--- src/rtl/wddl_pkg.sv ---
// Shared types and helpers for the WDDL dual-rail encoder front-end.
// Holds the phase enum, the default word width and the rail-complementarity helper.
package wddl_pkg;

    typedef enum logic [1:0] {
        IDLE = 2'd0,
        PRE  = 2'd1,
        EVAL = 2'd2
    } wddl_phase_e;

    localparam int DEFAULT_DATA_W = 8;
    localparam int DR_MAX_W       = 64;

    // Per-bit validity of a dual-rail pair: 1 where the rails are complementary.
    function automatic logic [DR_MAX_W-1:0] dr_valid(input logic [DR_MAX_W-1:0] t,
                                                     input logic [DR_MAX_W-1:0] f);
        return t ^ f;
    endfunction

endpackage

--- src/rtl/wddl_phase_cnt.sv ---
// Down-counter with load, decrement and zero flag; times both the precharge
// and the evaluation phase of the WDDL encoder.
module wddl_phase_cnt
    import wddl_pkg::*;
#(
    parameter int W = 2
) (
    input  logic         clk,
    input  logic         rst_n,
    input  logic         load,
    input  logic [W-1:0] load_val,
    input  logic         dec,
    output logic         zero
);

    logic [W-1:0] cnt;

    always_ff @(posedge clk or negedge rst_n) begin
        if (!rst_n) begin
            cnt <= '0;
        end else if (load) begin
            cnt <= load_val;
        end else if (dec && (cnt != '0)) begin
            cnt <= cnt - W'(1);
        end
    end

    assign zero = (cnt == '0);

endmodule

--- src/rtl/wddl_dr_encoder.sv ---
// Single-rail to WDDL dual-rail encoder: precharge/evaluate waves out, sampled response back.
// Optional WDDL_PRECHARGE_CHECK_EN flags a network that fails to discharge during precharge.
module wddl_dr_encoder
    import wddl_pkg::*;
#(
    parameter int DATA_W      = DEFAULT_DATA_W,
    parameter int PRE_CYCLES  = 1,
    parameter int EVAL_CYCLES = 2
) (
    input  logic              clk,
    input  logic              rst_n,
    input  logic              in_valid,
    output logic              in_ready,
    input  logic [DATA_W-1:0] in_data,
    output logic [DATA_W-1:0] dr_t,
    output logic [DATA_W-1:0] dr_f,
    output logic              phase_eval,
    input  logic [DATA_W-1:0] res_t,
    input  logic [DATA_W-1:0] res_f,
    output logic              res_valid,
    output logic [DATA_W-1:0] res_data,
    output logic              res_err
);

    localparam int MAX_CYC = (PRE_CYCLES > EVAL_CYCLES) ? PRE_CYCLES : EVAL_CYCLES;
    localparam int CNT_W   = $clog2(MAX_CYC + 1);

    wddl_phase_e       state;
    logic [DATA_W-1:0] data_q;
    logic              accept;
    logic              cnt_load;
    logic              cnt_dec;
    logic              cnt_zero;
    logic [CNT_W-1:0]  cnt_val;
    logic [DATA_W-1:0] rail_ok;
    logic              rail_err;
    logic              word_err;

    // in_valid/in_ready handshake: a word transfers on a clock edge where both are high.
    assign accept = (state == IDLE) && in_valid && in_ready;

    always_comb begin
        cnt_load = 1'b0;
        cnt_dec  = 1'b0;
        cnt_val  = CNT_W'(PRE_CYCLES - 1);
        case (state)
            IDLE: cnt_load = accept;
            PRE: begin
                if (cnt_zero) begin
                    cnt_load = 1'b1;
                    cnt_val  = CNT_W'(EVAL_CYCLES - 1);
                end else begin
                    cnt_dec = 1'b1;
                end
            end
            EVAL:    cnt_dec = !cnt_zero;
            default: cnt_dec = 1'b0;
        endcase
    end

    wddl_phase_cnt #(.W(CNT_W)) u_cnt (
        .clk      (clk),
        .rst_n    (rst_n),
        .load     (cnt_load),
        .load_val (cnt_val),
        .dec      (cnt_dec),
        .zero     (cnt_zero)
    );

    assign rail_ok  = DATA_W'(dr_valid(DR_MAX_W'(res_t), DR_MAX_W'(res_f)));
    assign rail_err = ~&rail_ok;

`ifdef WDDL_PRECHARGE_CHECK_EN
    logic pre_flag;

    // Any rail still high on the last precharge cycle means the network did not discharge.
    always_ff @(posedge clk or negedge rst_n) begin
        if (!rst_n) begin
            pre_flag <= 1'b0;
        end else if ((state == EVAL) && cnt_zero) begin
            pre_flag <= 1'b0;
        end else if ((state == PRE) && cnt_zero && (|(res_t | res_f))) begin
            pre_flag <= 1'b1;
        end
    end

    assign word_err = rail_err | pre_flag;
`else
    assign word_err = rail_err;
`endif

    // Rails come straight from flops so the network never sees a glitch or a 1/1 pair.
    always_ff @(posedge clk or negedge rst_n) begin
        if (!rst_n) begin
            state      <= IDLE;
            data_q     <= '0;
            in_ready   <= 1'b1;
            dr_t       <= '0;
            dr_f       <= '0;
            phase_eval <= 1'b0;
            res_valid  <= 1'b0;
            res_data   <= '0;
            res_err    <= 1'b0;
        end else begin
            res_valid <= 1'b0;
            case (state)
                IDLE: begin
                    if (accept) begin
                        data_q   <= in_data;
                        in_ready <= 1'b0;
                        state    <= PRE;
                    end
                end
                PRE: begin
                    if (cnt_zero) begin
                        dr_t       <= data_q;
                        dr_f       <= ~data_q;
                        phase_eval <= 1'b1;
                        state      <= EVAL;
                    end
                end
                EVAL: begin
                    if (cnt_zero) begin
                        dr_t       <= '0;
                        dr_f       <= '0;
                        phase_eval <= 1'b0;
                        in_ready   <= 1'b1;
                        res_valid  <= 1'b1;
                        res_data   <= res_t;
                        res_err    <= word_err;
                        state      <= IDLE;
                    end
                end
                default: state <= IDLE;
            endcase
        end
    end

endmodule

--- config.mk ---
export PLATFORM = sky130hd
export DESIGN_NAME = wddl_dr_encoder
export DESIGN_NICKNAME = d
export VERILOG_FILES = /design/src/rtl/wddl_pkg.sv /design/src/rtl/wddl_phase_cnt.sv /design/src/rtl/wddl_dr_encoder.sv
export SDC_FILE = /design/constraint.sdc
export NUM_CORES = 1
export LEC_CHECK = 0
export ABC_CLOCK_PERIOD_IN_PS = 3800
export CORE_MARGIN = 5
export CORE_UTILIZATION = 49
export CTS_CLUSTER_SIZE = 10
export DETAILED_ROUTE_END_ITERATION = 8
export PLACE_DENSITY_LB_ADDON = 0.25
export REMOVE_ABC_BUFFERS = 1
export SYNTH_ARGS = -nofsm -noshare
export SYNTH_HDL_FRONTEND = slang
export SYNTH_SLANG_ARGS = --single-unit
--- constraint.sdc ---
create_clock -name clk -period 3.8 [get_ports clk]
set_input_delay 0.76 -clock clk [delete_from_list [all_inputs] [get_ports clk]]
set_output_delay 0.76 -clock clk [all_outputs]
set_load 0.01 [all_outputs]
* After elaboration in Yosys (flattened, before gate mapping)
Index checks and enable logic that the tools add are counted.
** Operators by class
- Add/sub/neg operators :: 1
- Equality and inequality tests :: 5
- Mux-type cells :: 23
- Bitwise gates (word level) :: 2
- Reduce and logical (&&, ||, !) cells :: 17
** Operators with widths (count)
- $pmux 8 s2 :: 2
- $mux 8 :: 3
- $mux 2 :: 5
- $reduce_and 3->1 :: 3
- $mux 1 :: 8
- $not 8->8 :: 1
- $pmux 1 s2 :: 4
- $reduce_and 8->1 :: 1
- $reduce_bool 2->1 :: 4
- $xor 8x8->8 :: 1
- $ne 2x2->1 const B :: 3
- $pmux 2 s3 :: 1
- $logic_not 2->1 :: 2
- $reduce_and 2->1 :: 2
- $logic_and 1x1->1 :: 3
- $eq 2x1->1 const B :: 1
- $eq 2x2->1 const B :: 1
- $logic_not 1->1 :: 2
- $sub 2x1->2 const B :: 1
** Word-level totals
- Register bits after elaboration :: 40

* Logic depth before layout (Yosys ltp)
Gate-level depths: netlist of run 1.
- Depth after elaboration :: 6
- Mapped depth :: 8

* By module
Synthesis of run 1 repeated with hierarchy kept, for this count alone.
** Unflattened totals
- Cell total of the unflattened synthesis :: 145
- Area, all modules :: 1851.8 µm²
** By module, submodules not included
- wddl_dr_encoder :: instances 1, cells an instance 132, area each 1719.1 µm², sequential area each 952.2 µm²
- wddl_phase_cnt :: instances 1, cells an instance 13, area each 132.6 µm², sequential area each 50.0 µm²

* Least setup slack after synthesis of run 1
OpenSTA, ideal clock, no wires.
- Kind :: input to register
- From :: input in_valid
- To :: register data_q[1]
- Setup time :: 125 ps
- Arrival time :: 1403 ps
- Required time :: 3675 ps
- Slack :: 2272 ps
- Stages on the path :: 3
- Buffers on the path :: 1
- Cell sequence :: nand3_1 -> buf_2 -> mux2_2
** Between the ends
- Longest elaborated chain between the ends :: 3
** Ends and longest elaborated chain
- start: declaration :: line wddl_dr_encoder.sv:12 : input logic in_valid,
- $logic_and 1x1->1 (2 in a row) :: line wddl_dr_encoder.sv:40 : assign accept = (state == IDLE) && in_valid && in_ready;
- $reduce_and 2->1 (no source line)
- end signal: assignment :: line wddl_dr_encoder.sv:109 : data_q <= in_data;
- end: declaration :: line wddl_dr_encoder.sv:29 : logic [DATA_W-1:0] data_q;
No other way between the ends.
A chain may end at the register's enable or synchronous reset.

* Worst setup path in the final report of run 1
- From :: register in_ready
- To :: output in_ready
** RTL lines
- start: declaration :: line wddl_dr_encoder.sv:13 : output logic in_ready,
- start signal: assignment :: line wddl_dr_encoder.sv:97 : in_ready <= 1'b1;
- start signal: assignment :: line wddl_dr_encoder.sv:110 : in_ready <= 1'b0;
- start signal: assignment :: line wddl_dr_encoder.sv:127 : in_ready <= 1'b1;
No word-level cell between the ends.

==> out/results.ini, run 1 <==
[critical_path]
cp-start-kind=flop
setup.worst_path.end_class=output pin
worstPathRequired_ns=3.04
path_depth=1
worstRegToRegCells=4
regToRegSetupSlack_ns=1.68
reg2reg_to=res_data[5]
max_stage_delay_ns=0.58
worst-path-max-fanout=4
path_buf_inv=1
cpLargestDelayFamily=flip-flops
reg2reg_from=state[0]
crit_type=flop to output pin
crit_start=in_ready
crit_slowest_cell=dfstp_2
arrival_ns=1.47
path_cells=clkdlybuf4s50_1

[floorplanning]
pin_count=55
die_area_mm2=0.00488
core-area_mm2=0.00342
die_h_um=69.9
initial_core_util_pct=51.4
placementRows=21
die_x_um=69.9

[synthesis]
syn_area_mm2=0.00176
synth-edff-count=0
yosysMostFrequentCell=dfrtp_1
yosys_most_used_dff=dfrtp_1
ys_types=25
syn_inst=148
seq_area_frac_synth_pct=57.1
synth_top_area_share_pct=55.6
yosys.area.top_type=dfrtp_1
synth_commonest_cells=dfrtp_1 (39), nand2_1 (22), mux2_2 (16)
yosysWarnings=0
async_reset_ff_share_pct=100
ys_top_cells_by_area=dfrtp_1 (56%), mux2_2 (10%), nand2_1 (4.7%)
avgSynthCellArea_um2=11.9
ys_seq_elements=40

[timing]
finalCriticalPeriod_ns=2.23
setup_tns_ns=0
hold_viol=0
whs_ns=0.473
max_slew.worst_pin.slew_ns=0.854
slew_headroom_pct=43.1
drv_slew=0
finClkSkew_ns=0.0155
fmax_mhz=449
finalSetupViolCount=0
period_share_pct=58.6
rsz0062_at_grt=no

[grt]
gr-usage-all-layers_pct=16.2
grt_max_degree=41
grt_pass1_vias=1399
overflow=0
grt_first_pass_wirelength_um=6240
antenna_found_initial=0

[finish]
nFillCells=263
diodes=0
synthToLayoutAreaGrowth_pct=36.3
fin_util_pct=70.1
nets=233
drive_gt1_share_pct=15.8
finalInstanceArea_mm2=0.00239

[clocking]
cts_buffers=5
root_buffer=clkbuf_4
clkSlewWorstSetupHoldPaths_ns=0.13
postCtsHoldBufs=0
cts_max_level=2
clock_latency_ns=0.35
tritoncts=done
cts_resized=0
cts_sinks=40
post_cts_buffers=0
cts.path.max_buffers=2

[power]
seqPwrFrac_pct=36.9
clkPwrFrac_pct=15.0
swShare_pct=35.6
power_frac_comb_pct=48.1
switchingPower_mw=0.711
intPower_mw=1.29
power_density_mw_per_mm2=834
power_mw=2.00
power.leakage_nw=1.04
irDropWorstVdd_uv=561

[outcome]
status=finished, final reports clean

[detailed_routing]
ant_nets=0
m1WireLength_um=1420
route.met2.wl_um=1950
drc_errors=0
vias=1285
met3_length_um=210
firstDrtPassIters=4
wirelength_um=3670
routedWlPerCell_um=14.7
highest_layer=met4
vias_per_cell=5.16
drtIter0Drc=31

[job]
cap_violations=0

[place]
dpl_cell_area_mm2=0.00230
finalWeightedCongestion=0.741
hpwlAfterDp_um=2730
io_buffer_count=54

[min_path]
hp-start=data_q[3]
min_to=dr_f[3]
hold_path_class=flop to flop
hold_path_depth=1

stage by stage:
step	setup slack, ns	instances
final	1.57	249
after global routing	1.51	249
after CTS	1.55	249
after detailed placement	1.56	241
after global placement	1.64	241
after floorplan	2.10	141
how the worst max path moves through the flow:
stage / endpoint / slack [ns]
after floorplan: dr_t[0] / 2.10
after global placement: data_q[4] / 1.64
after detailed placement: data_q[0] / 1.56
after CTS: in_ready / 1.55
after global routing: res_err / 1.51
final: in_ready / 1.57
registers in the layout (all words and copies together), names as in the netlist, 2 cells and up:
name and count:
u_cnt.cnt 2, res_data 8, dr_f 8, dr_t 8
data_q 8, state 2
metal layers:
metal  up-vias  track usage, %
li1        618               -
met1       626            16.9
met2        31            28.3
met3        10            6.89
met4         0            6.81
met5         -               0
cell families (layout without fill, tap and decap cells):
logic type	after synthesis	count (layout)	share of synthesized area, %
muxes	17	17	10.8
buffers and inverters	14	69	4.13
AOI/OAI and AO/OA	27	27	10.5
and+or+nand+nor	37	37	10.1
DFF	40	40	57.1
adders and majority gates	4	4	2.85
xor gates and xnor gates	9	9	4.49
power groups by stage:
stage / combinational [mW] / clock (mW) / sequential [mW]
3_5_place_dp: 0.979 / 0 / 0.747
4_1_cts: 0.982 / 0.307 / 0.737
5_1_grt: 1.06 / 0.323 / 0.762
3_3_place_gp: 0.933 / 0 / 0.732
2_1_floorplan: 0.508 / 0 / 0.790
6_report: 0.960 / 0.300 / 0.737
final cells by class:
cell class | count | area [um^2] | area share, %
Sequential cell | 40 | 1000 | 41.9
Multi-Input combinational cell | 94 | 682 | 28.5
Timing Repair Buffer | 54 | 536 | 22.4
Tap cell | 46 | 57.6 | 2.40
Clock buffer | 6 | 51.3 | 2.14
Clock inverter | 2 | 38.8 | 1.62
Inverter | 7 | 26.3 | 1.10
layout by cell type, fill, tap and decap left out, types with 5 or more instances in the layout:
master / instances
clkdlybuf4s50_1: 53
dfrtp_1: 39
nand2_1: 22
mux2_2: 16
xnor2_1: 9
nand2b_1: 8
o21ai_0: 8
inv_1: 7
a21oi_1: 5
clkbuf_4: 5
No activity file was read; power rests on OpenSTA's default activity.
==> run 2, diff against run 1 <==
Settings changed: ABC_CLOCK_PERIOD_IN_PS 3800 to 1900, CORE_UTILIZATION 49 to 41.
Clock period 3.8 ns to 1.9 ns, I/O delays scaled along.
==> out/results.ini, run 2 (same netlist as run 1, synthesis figures left out) <==
[clocking]
clock_latency_ns=0.29  ; was 0.35 ns
clkSlewWorstSetupHoldPaths_ns=0.07  ; was 0.13 ns
postCtsHoldBufs=0  ; unchanged
cts_buffers=5  ; unchanged
cts.path.max_buffers=2  ; unchanged
tritoncts=done  ; unchanged
cts_resized=0  ; unchanged
cts_sinks=40  ; unchanged
root_buffer=clkbuf_8  ; was clkbuf_4
cts_max_level=2  ; unchanged
post_cts_buffers=0  ; unchanged

[critical_path]
cp-start-kind=flop  ; unchanged
worstRegToRegCells=6  ; was 4
reg2reg_from=u_cnt.cnt[0]  ; was state[0]
regToRegSetupSlack_ns=0.27  ; was 1.68 ns
crit_type=flop to output pin  ; unchanged
reg2reg_to=dr_f[6]  ; was res_data[5]
path_cells=clkdlybuf4s50_1  ; unchanged
crit_start=in_ready  ; unchanged
worstPathRequired_ns=1.52  ; was 3.04 ns
crit_end=in_ready  ; unchanged
worst-path-max-fanout=4  ; unchanged
setup.worst_path.end_class=output pin  ; unchanged
path_depth=1  ; unchanged
path_buf_inv=1  ; unchanged
arrival_ns=1.39  ; was 1.47 ns
crit_slowest_cell=dfstp_2  ; unchanged
max_stage_delay_ns=0.56  ; was 0.58 ns
cpLargestDelayFamily=flip-flops  ; unchanged

[power]
switchingPower_mw=1.43  ; was 0.711 mW
clkPwrFrac_pct=18.7  ; was 15.0%
intPower_mw=2.80  ; was 1.29 mW
seqPwrFrac_pct=34.8  ; was 36.9%
swShare_pct=33.8  ; was 35.6%
power_density_mw_per_mm2=1720  ; was 834 mW/mm^2
power.leakage_nw=1.08  ; was 1.04 nW
power_frac_comb_pct=46.5  ; was 48.1%
irDropWorstVdd_uv=914  ; was 561 uV

[timing]
max_slew.worst_pin.slew_ns=0.393  ; was 0.854 ns
finClkSkew_ns=0.00708  ; was 0.0155 ns
drv_slew=0  ; unchanged
slew_headroom_pct=73.8  ; was 43.1%
fin_ws_ns=0.131  ; was 1.57 ns
hold_viol=2  ; was 0
setup_tns_ns=0  ; unchanged
rsz0062_at_grt=no  ; unchanged
period_share_pct=93.1
fmax_mhz=565
finalCriticalPeriod_ns=1.77
whs_ns=-0.00226  ; was 0.473 ns
finalSetupViolCount=0  ; unchanged

[outcome]
status=complete, but fails checks  ; was finished, final reports clean
failed_checks=negative hold slack

[detailed_routing]
vias=1259  ; was 1285
wirelength_um=3770  ; was 3670 um
firstDrtPassIters=4  ; unchanged
drtIter0Drc=41  ; was 31
vias_per_cell=4.92  ; was 5.16
drc_errors=0  ; unchanged
ant_nets=0  ; unchanged
routedWlPerCell_um=14.7  ; about the same

[floorplanning]
die_x_um=75.5  ; was 69.9 um
core-area_mm2=0.00409  ; was 0.00342 mm^2
initial_core_util_pct=43.0  ; was 51.4%
die_h_um=75.5  ; was 69.9 um
pin_count=55  ; unchanged
die_area_mm2=0.00569  ; was 0.00488 mm^2
placementRows=23  ; was 21

[finish]
layout_commonest_cell=clkdlybuf4s50_1  ; unchanged
final_cell_mix=clkdlybuf4s50_1 (53), dfrtp_1 (39), nand2_1 (22)  ; unchanged
nets=237  ; was 233
synthToLayoutAreaGrowth_pct=40.5  ; was 36.3%
diodes=0  ; unchanged
drive_gt1_share_pct=17.0  ; was 15.8%
layout.cells.non_filler=256  ; was 249
seq_area_mm2=0.00100  ; unchanged
nFillCells=324  ; was 263
multi_input_area_um2=682  ; unchanged

[place]
hpwlAfterDp_um=2910  ; was 2730 um
io_buffer_count=54  ; unchanged
finalWeightedCongestion=0.781  ; was 0.741
placedCellCount=249  ; was 241
post-place-ws_ns=0.282  ; was 1.56 ns

[min_path]
hold_path_class=input port to asynchronous set/reset pin  ; was flop to flop

[grt]
grt_pass1_vias=1295  ; was 1399
overflow=0  ; unchanged
gr-usage-all-layers_pct=14.9  ; was 16.2%
grt_first_pass_wirelength_um=6180  ; was 6240 um
grt_max_degree=35  ; was 41
antenna_found_initial=0  ; unchanged

[job]
cap_violations=0  ; unchanged

run 2: metal layers:
| layer | vias up | global-route usage [%] | wire length [um] |
|---|---|---|---|
| li1 | 614 | - | - |
| met1 | 604 | 17.6 | 1460 |
| met2 | 32 | 24.7 | 2020 |
| met3 | 9 | 4.22 | 199 |
| met4 | 0 | 7.57 | 93 |
| met5 | - | 0 | 0 |
run 2: worst min-delay path by stage:
stage | startpoint | end | slack (ns) | cells after the start
finish | rst_n | dr_f[3] | -0.002 | 1
global route | rst_n | dr_f[3] | 0.02 | 1
CTS | rst_n | dr_f[3] | 0.003 | 1
detailed placement | rst_n | dr_f[3] | 0.33 | 1
global placement | rst_n | dr_f[3] | 0.33 | 1
floorplan | rst_n | data_q[0] | 0.08 | 0
run 2: power groups by stage:
| stage | Clock (mW) | Sequential, mW | Combinational, mW |
|---|---|---|---|
| 5_1_grt | 0.852 | 1.53 | 2.18 |
| 3_3_place_gp | 0 | 1.47 | 1.92 |
| 3_5_place_dp | 0 | 1.50 | 1.98 |
| 6_report | 0.791 | 1.47 | 1.97 |
| 4_1_cts | 0.827 | 1.48 | 2.00 |
| 2_1_floorplan | 0 | 1.58 | 1.02 |
run 2: layout make-up:
class | count | area share (%)
Clock inverter | 2 | 2.43
Timing Repair Buffer | 58 | 22.9
Clock buffer | 5 | 2.79
Tap cell | 50 | 2.54
Inverter | 7 | 1.06
Multi-Input combinational cell | 94 | 27.6
Sequential cell | 40 | 40.6
run 2: per-stage QoR:
step                      utilization, %  total power [mW]  hold WS, ns  area [um^2]
after floorplan                        -              2.60       0.0844         1710
after global placement              57.2              3.39        0.325         2340
after detailed placement            57.2              3.48        0.327         2340
after CTS                           60.4              4.31      0.00335         2470
after global routing                60.4              4.57       0.0191         2470
final                               60.4              4.23     -0.00226         2470
